File: config.mk
export PLATFORM = sky130hd
export DESIGN_NAME = decode_stage
export DESIGN_NICKNAME = d
export VERILOG_FILES = /design/src/rtl/decode_stage_pkg.sv /design/src/rtl/decode_stage_reg_file.sv /design/src/rtl/decode_stage.sv
export SDC_FILE = /design/constraint.sdc
export NUM_CORES = 2
export LEC_CHECK = 0
export CORE_MARGIN = 1
export CORE_UTILIZATION = 56
export CTS_CLUSTER_SIZE = 20
export DETAILED_ROUTE_END_ITERATION = 10
export PLACE_DENSITY = 0.77
export SLEW_MARGIN = 20
export SYNTH_ARGS = -nofsm -noshare
export SYNTH_HDL_FRONTEND = slang
export SYNTH_SLANG_ARGS = --single-unit
File: constraint.sdc
create_clock -name clock -period 3.9 [get_ports clock]
set_input_delay 0.585 -clock clock [delete_from_list [all_inputs] [get_ports clock]]
set_output_delay 0.585 -clock clock [all_outputs]
set_load 0.005 [all_outputs]
File: src/rtl/decode_stage_pkg.sv
// rtl/decode_stage_pkg.sv - opcode/funct constants, ALU op and FSM encodings, control decode
package decode_stage_pkg;

  localparam logic [5:0] OP_RTYPE = 6'h00;
  localparam logic [5:0] OP_ADDI  = 6'h08;
  localparam logic [5:0] OP_LW    = 6'h23;
  localparam logic [5:0] OP_SW    = 6'h2B;
  localparam logic [5:0] OP_BEQ   = 6'h04;
  localparam logic [5:0] OP_J     = 6'h02;

  localparam logic [5:0] FN_ADD = 6'h20;
  localparam logic [5:0] FN_SUB = 6'h22;
  localparam logic [5:0] FN_AND = 6'h24;
  localparam logic [5:0] FN_OR  = 6'h25;
  localparam logic [5:0] FN_SLT = 6'h2A;

  // Shared with the ALU stage; keep the numeric values stable.
  typedef enum logic [2:0] {
    ALU_ADD = 3'd0,
    ALU_SUB = 3'd1,
    ALU_AND = 3'd2,
    ALU_OR  = 3'd3,
    ALU_SLT = 3'd4
  } alu_op_e;

  typedef enum logic [1:0] {
    ST_IDLE   = 2'd0,
    ST_DECODE = 2'd1,
    ST_HOLD   = 2'd2
  } state_e;

  typedef enum logic [1:0] {
    DEST_NONE = 2'd0,
    DEST_RD   = 2'd1,
    DEST_RT   = 2'd2
  } dest_sel_e;

  typedef struct packed {
    alu_op_e   alu_op;
    dest_sel_e dest_sel;
    logic      reg_write;
    logic      mem_read;
    logic      mem_write;
    logic      branch;
    logic      jump;
    logic      illegal;
  } ctrl_t;

  // Unsupported opcodes/functs leave every side-effect enable low so the
  // token can still flow downstream harmlessly.
  function automatic ctrl_t decode_ctrl(input logic [31:0] instr);
    ctrl_t c;
    c = '0;
    case (instr[31:26])
      OP_RTYPE: begin
        c.reg_write = 1'b1;
        c.dest_sel  = DEST_RD;
        case (instr[5:0])
          FN_ADD:  c.alu_op = ALU_ADD;
          FN_SUB:  c.alu_op = ALU_SUB;
          FN_AND:  c.alu_op = ALU_AND;
          FN_OR:   c.alu_op = ALU_OR;
          FN_SLT:  c.alu_op = ALU_SLT;
          default: begin
            c.illegal   = 1'b1;
            c.reg_write = 1'b0;
            c.dest_sel  = DEST_NONE;
          end
        endcase
      end
      OP_ADDI: begin
        c.reg_write = 1'b1;
        c.dest_sel  = DEST_RT;
      end
      OP_LW: begin
        c.mem_read  = 1'b1;
        c.reg_write = 1'b1;
        c.dest_sel  = DEST_RT;
      end
      OP_SW:   c.mem_write = 1'b1;
      OP_BEQ: begin
        c.alu_op = ALU_SUB;
        c.branch = 1'b1;
      end
      OP_J:    c.jump = 1'b1;
      default: c.illegal = 1'b1;
    endcase
    return c;
  endfunction

endpackage

File: src/rtl/decode_stage_reg_file.sv
// rtl/decode_stage_reg_file.sv - 2R/1W register file, r0 hardwired zero, write-through bypass under FORWARD_WB_EN
module decode_stage_reg_file #(
  parameter int DATA_W = 32,
  parameter int REG_AW = 5
) (
  input  logic              i_clock,
  input  logic              i_reset_n,
  input  logic              i_wr_en,
  input  logic [REG_AW-1:0] i_wr_addr,
  input  logic [DATA_W-1:0] i_wr_data,
  input  logic [REG_AW-1:0] i_rd_addr_a,
  output logic [DATA_W-1:0] o_rd_data_a,
  input  logic [REG_AW-1:0] i_rd_addr_b,
  output logic [DATA_W-1:0] o_rd_data_b
);

  localparam int NUM_REGS = 1 << REG_AW;

  logic [DATA_W-1:0] r_mem [NUM_REGS];

  // Synchronous clear; writes to r0 are dropped so it never holds a value.
  always_ff @(posedge i_clock) begin
    if (!i_reset_n) begin
      for (int i = 0; i < NUM_REGS; i++) begin
        r_mem[i] <= '0;
      end
    end else if (i_wr_en && (i_wr_addr != '0)) begin
      r_mem[i_wr_addr] <= i_wr_data;
    end
  end

  // Asynchronous reads; r0 forced to zero, optional same-cycle bypass.
  always_comb begin
    o_rd_data_a = (i_rd_addr_a == '0) ? '0 : r_mem[i_rd_addr_a];
    o_rd_data_b = (i_rd_addr_b == '0) ? '0 : r_mem[i_rd_addr_b];
`ifdef FORWARD_WB_EN
    if (i_wr_en && (i_wr_addr != '0) && (i_wr_addr == i_rd_addr_a)) begin
      o_rd_data_a = i_wr_data;
    end
    if (i_wr_en && (i_wr_addr != '0) && (i_wr_addr == i_rd_addr_b)) begin
      o_rd_data_b = i_wr_data;
    end
`endif
  end

endmodule

File: src/rtl/decode_stage.sv
// rtl/decode_stage.sv - decode/register-read stage (IDLE->DECODE->HOLD handshake), bypass under FORWARD_WB_EN
module decode_stage #(
  parameter int DATA_W = 32,
  parameter int REG_AW = 5
) (
  input  logic              clock,
  input  logic              reset_n,
  input  logic              stage_in,
  input  logic [31:0]       instr_in,
  output logic              in_ready,
  output logic              stage_out,
  input  logic              alu_ready,
  input  logic              wb_en,
  input  logic [REG_AW-1:0] wb_addr,
  input  logic [DATA_W-1:0] wb_data,
  output logic [DATA_W-1:0] rs_data,
  output logic [DATA_W-1:0] rt_data,
  output logic [DATA_W-1:0] imm_ext,
  output logic [REG_AW-1:0] dest_reg,
  output logic [2:0]        alu_op,
  output logic              reg_write,
  output logic              mem_read,
  output logic              mem_write,
  output logic              branch,
  output logic              jump,
  output logic              illegal,
  output logic              err_ovr
);

  import decode_stage_pkg::*;

  state_e            r_state;
  state_e            w_state_nxt;
  logic              w_load_ir;
  logic              w_load_out;
  logic [31:0]       r_ir;
  ctrl_t             w_ctrl;
  logic [REG_AW-1:0] w_rs_addr;
  logic [REG_AW-1:0] w_rt_addr;
  logic [REG_AW-1:0] w_dest;
  logic [DATA_W-1:0] w_rs_val;
  logic [DATA_W-1:0] w_rt_val;

  logic [DATA_W-1:0] r_rs_data;
  logic [DATA_W-1:0] r_rt_data;
  logic [DATA_W-1:0] r_imm_ext;
  logic [REG_AW-1:0] r_dest_reg;
  alu_op_e           r_alu_op;
  logic              r_reg_write;
  logic              r_mem_read;
  logic              r_mem_write;
  logic              r_branch;
  logic              r_jump;
  logic              r_illegal;
  logic              r_err_ovr;

  assign w_rs_addr = REG_AW'(r_ir[25:21]);
  assign w_rt_addr = REG_AW'(r_ir[20:16]);
  assign w_ctrl    = decode_ctrl(r_ir);

  decode_stage_reg_file #(
    .DATA_W (DATA_W),
    .REG_AW (REG_AW)
  ) u_reg_file (
    .i_clock     (clock),
    .i_reset_n   (reset_n),
    .i_wr_en     (wb_en),
    .i_wr_addr   (wb_addr),
    .i_wr_data   (wb_data),
    .i_rd_addr_a (w_rs_addr),
    .o_rd_data_a (w_rs_val),
    .i_rd_addr_b (w_rt_addr),
    .o_rd_data_b (w_rt_val)
  );

  // FSM state register.
  always_ff @(posedge clock) begin
    if (!reset_n) begin
      r_state <= ST_IDLE;
    end else begin
      r_state <= w_state_nxt;
    end
  end

  // Next-state and load strobes: accept in IDLE, capture outputs in DECODE, wait for ALU in HOLD.
  always_comb begin
    w_state_nxt = r_state;
    w_load_ir   = 1'b0;
    w_load_out  = 1'b0;
    case (r_state)
      ST_IDLE: begin
        if (stage_in) begin
          w_load_ir   = 1'b1;
          w_state_nxt = ST_DECODE;
        end
      end
      ST_DECODE: begin
        w_load_out  = 1'b1;
        w_state_nxt = ST_HOLD;
      end
      ST_HOLD: begin
        if (alu_ready) begin
          w_state_nxt = ST_IDLE;
        end
      end
      default: w_state_nxt = ST_IDLE;
    endcase
  end

  // Destination register selection from decoded control.
  always_comb begin
    w_dest = '0;
    case (w_ctrl.dest_sel)
      DEST_RD: w_dest = REG_AW'(r_ir[15:11]);
      DEST_RT: w_dest = REG_AW'(r_ir[20:16]);
      default: w_dest = '0;
    endcase
  end

  // Instruction register, loaded only when a token is accepted.
  always_ff @(posedge clock) begin
    if (!reset_n) begin
      r_ir <= '0;
    end else if (w_load_ir) begin
      r_ir <= instr_in;
    end
  end

  // Output registers captured in DECODE and frozen through HOLD.
  always_ff @(posedge clock) begin
    if (!reset_n) begin
      r_rs_data   <= '0;
      r_rt_data   <= '0;
      r_imm_ext   <= '0;
      r_dest_reg  <= '0;
      r_alu_op    <= ALU_ADD;
      r_reg_write <= 1'b0;
      r_mem_read  <= 1'b0;
      r_mem_write <= 1'b0;
      r_branch    <= 1'b0;
      r_jump      <= 1'b0;
      r_illegal   <= 1'b0;
    end else if (w_load_out) begin
      r_rs_data   <= w_rs_val;
      r_rt_data   <= w_rt_val;
      r_imm_ext   <= {{(DATA_W-16){r_ir[15]}}, r_ir[15:0]};
      r_dest_reg  <= w_dest;
      r_alu_op    <= w_ctrl.alu_op;
      r_reg_write <= w_ctrl.reg_write;
      r_mem_read  <= w_ctrl.mem_read;
      r_mem_write <= w_ctrl.mem_write;
      r_branch    <= w_ctrl.branch;
      r_jump      <= w_ctrl.jump;
      r_illegal   <= w_ctrl.illegal;
    end
  end

  // Sticky overrun flag: a token offered while busy is dropped and flagged.
  always_ff @(posedge clock) begin
    if (!reset_n) begin
      r_err_ovr <= 1'b0;
    end else if (stage_in && !in_ready) begin
      r_err_ovr <= 1'b1;
    end
  end

  assign in_ready  = (r_state == ST_IDLE);
  assign stage_out = (r_state == ST_HOLD);
  assign rs_data   = r_rs_data;
  assign rt_data   = r_rt_data;
  assign imm_ext   = r_imm_ext;
  assign dest_reg  = r_dest_reg;
  assign alu_op    = r_alu_op;
  assign reg_write = r_reg_write;
  assign mem_read  = r_mem_read;
  assign mem_write = r_mem_write;
  assign branch    = r_branch;
  assign jump      = r_jump;
  assign illegal   = r_illegal;
  assign err_ovr   = r_err_ovr;

endmodule

==> results.json <==
{
  "cap_violations": 0,
  "skew_ns": 0.03067,
  "synth-simple-area-share_pct": 14.09,
  "cts.repair.resized": 0,
  "numCtsBuffers": 121,
  "synth_top_family_by_area": "multiplexers",
  "synthAdderAreaFrac_pct": 0.04150,
  "hold_viol_final": 0,
  "grt_max_degree": 86,
  "worst_setup_path_start_kind": "register",
  "cts_tree": "done",
  "total_power_mw": 30.23,
  "synth_mux_area_share_pct": 18.32,
  "synth_warnings": 0,
  "synth_edf_count": 1024,
  "crit_path_end_kind": "register",
  "clk_latency_ns": 0.74,
  "cts_buffer_depth": 3,
  "largest_reg_flops": 1024,
  "arrival_ns": 3.96,
  "grt_pass1_vias": 41400,
  "cts_hold_buffers": 0,
  "cts_max_level": 3,
  "synthFlopType": "edfxtp_1",
  "root_buffer": "clkbuf_16",
  "min_period_ns": 3.396,
  "syn_area_sq_um": 60290,
  "mostFrequentLayoutCells": "1,024 x edfxtp_1, 996 x and2_1, 407 x mux2i_1, 256 x mux4_2, 207 x nand2_1",
  "finish.instance_area_sq_um": 68420,
  "fin_util_pct": 64.00,
  "wl_per_cell_um": 30.68,
  "antenna_found_initial": 8,
  "route.vias.total": 42330,
  "dieArea_sq_um": 109000,
  "max_freq_mhz": 294.5,
  "die_h_um": 330.1,
  "regToRegSetupSlack_ns": 0.50,
  "pre_cts_slack_ns": 0.6445,
  "worstPathMaxFanout": 41,
  "numPortBuffers": 186,
  "drt_iter0_drc": 5946,
  "p_leak_nw": 22.53,
  "min_delay_worst_endpoint": "illegal",
  "tightest_slew_ns": 1.157,
  "hp-class": "in2reg",
  "setup_viol": 0,
  "ys_seq_elements": 1163,
  "boundaryPins": 187,
  "slew_headroom_pct": 22.65,
  "die_x_um": 330.1,
  "clk_pin_slew_ns": 0.07,
  "ir_worst_vdd_mv": 0.3608,
  "area_delta_synth_final_pct": 13.48,
  "synth_area_per_cell_sq_um": 12.98,
  "fillers": 7706,
  "fin_ws_ns": 0.5041,
  "async_reset_ff_share_pct": 0,
  "fin_nets": 4796,
  "drive_above_1_share_pct": 17.99,
  "crit_type": "reg2reg",
  "drc": 0,
  "core-area_sq_um": 106900,
  "final_common_cell": "edfxtp_1",
  "synth-compound-area-share_pct": 8.141,
  "hold_path_depth": 3,
  "antenna_left": 0,
  "r2r-end": "rt_data[13]",
  "fin_crit_sh_pct": 87.07,
  "dpl_cell_area_sq_um": 64420,
  "grt.overflow.total": 0,
  "clock-sinks": 1163,
  "grt_pass1_wl_um": 275200,
  "p_per_area_nw_per_um2": 441.9,
  "drv_slew": 0,
  "outcome": "finished clean",
  "rsz0062_at_grt": "no",
  "synth_xor_area_share_pct": 0.01453,
  "rr_worst_depth": 5,
  "gp_congestion": 0.9568,
  "ys_seq_area_share_pct": 55.62,
  "synthCells": 4646,
  "yosysUniqueCellTypes": 48,
  "hpwl_um": 123700,
  "hold_slack_ns": 0.2757,
  "grt_use_total_pct": 34.81,
  "hold_path.startpoint": "reset_n",
  "postCtsSetupRepairBufs": 0,
  "initial_utilization_pct": 56.40,
  "drt-vias-per-instance": 6.794,
  "crit_required_ns": 4.47,
  "firstDrtPassIters": 7,
  "num_rows": 120,
  "largest_register": "u_reg_file.r_mem",
  "wl_um": 191100
}
-- worst max-delay path by stage --
stage / end / slack (ns) / depth (start not counted)
after detailed placement: rt_data[19] / 0.64 / 7
after CTS: rt_data[19] / 0.67 / 7
after floorplan: u_reg_file.r_mem[12][0] / -0.09 / 3
after global routing: rt_data[13] / 0.55 / 5
after global placement: rt_data[19] / 0.66 / 7
final: rt_data[13] / 0.50 / 5
-- cell usage after synthesis, types with 74 or more instances --
cell type / number / area [sq um]
mux2i_1: 407 / 4074
mux4_2: 256 / 5766
clkbuf_1: 313 / 1175
and2_1: 996 / 6231
dfxtp_1: 139 / 2783
nor2_1: 115 / 431.7
edfxtp_1: 1024 / 30750
buf_2: 74 / 370.4
a21oi_1: 123 / 615.6
o21ai_0: 163 / 815.8
a221oi_1: 84 / 735.7
nand2_1: 207 / 777.0
mux2_2: 107 / 1205
-- critical path: stages, from the launching register on --
cell and delay [ns]:
dfxtp_4 0.80, buf_4 0.71, mux4_2 0.42, mux2_2 0.34, a221oi_1 0.77, nor3_1 0.12
-- per-stage QoR --
step	TNS, ns	cells
5_1_grt	0	6229
3_5_place_dp	0	6000
4_1_cts	0	6229
3_3_place_gp	0	6000
6_report	0	6230
2_1_floorplan	-19.99	4677
-- power by group --
part,switching [mW],total [mW],internal (mW)
clock network,4.99,11.6,6.66
registers,0.521,14.7,14.2
logic,2.32,3.85,1.54
total,7.83,30.2,22.4
-- cell families (layout without fill, tap and decap cells) --
| family | after synthesis | in the layout |
|---|---|---|
| DFF | 1163 | 1163 |
| muxes | 770 | 770 |
| xor gates and xnor gates | 1 | 1 |
| adders and majority gates | 2 | 2 |
| other | 1 | 33 |
| buffers and inverters | 487 | 636 |
| AOI/OAI and AO/OA | 724 | 724 |
| and+or+nand+nor | 1498 | 1498 |
-- per-layer routing --
| layer | wire, um | track usage (%) |
|---|---|---|
| met3 | 20810 | 6.101 |
| met1 | 68370 | 45.23 |
| met4 | 13060 | 21.05 |
| met5 | 38 | 0 |
| met2 | 88840 | 54.89 |
-- final cells by class --
class | instances | area, sq um | area share (%)
Sequential cell | 1163 | 33560 | 49.06
Multi-Input combinational cell | 3027 | 25100 | 36.68
Timing Repair Buffer | 402 | 3959 | 5.786
Clock buffer | 164 | 3492 | 5.104
Tap cell | 1403 | 1755 | 2.566
Clock inverter | 65 | 525.5 | 0.7681
Inverter | 5 | 21.27 | 0.03109
Antenna cell | 1 | 2.502 | 0.003657
Power figures use the tool's default switching activity.
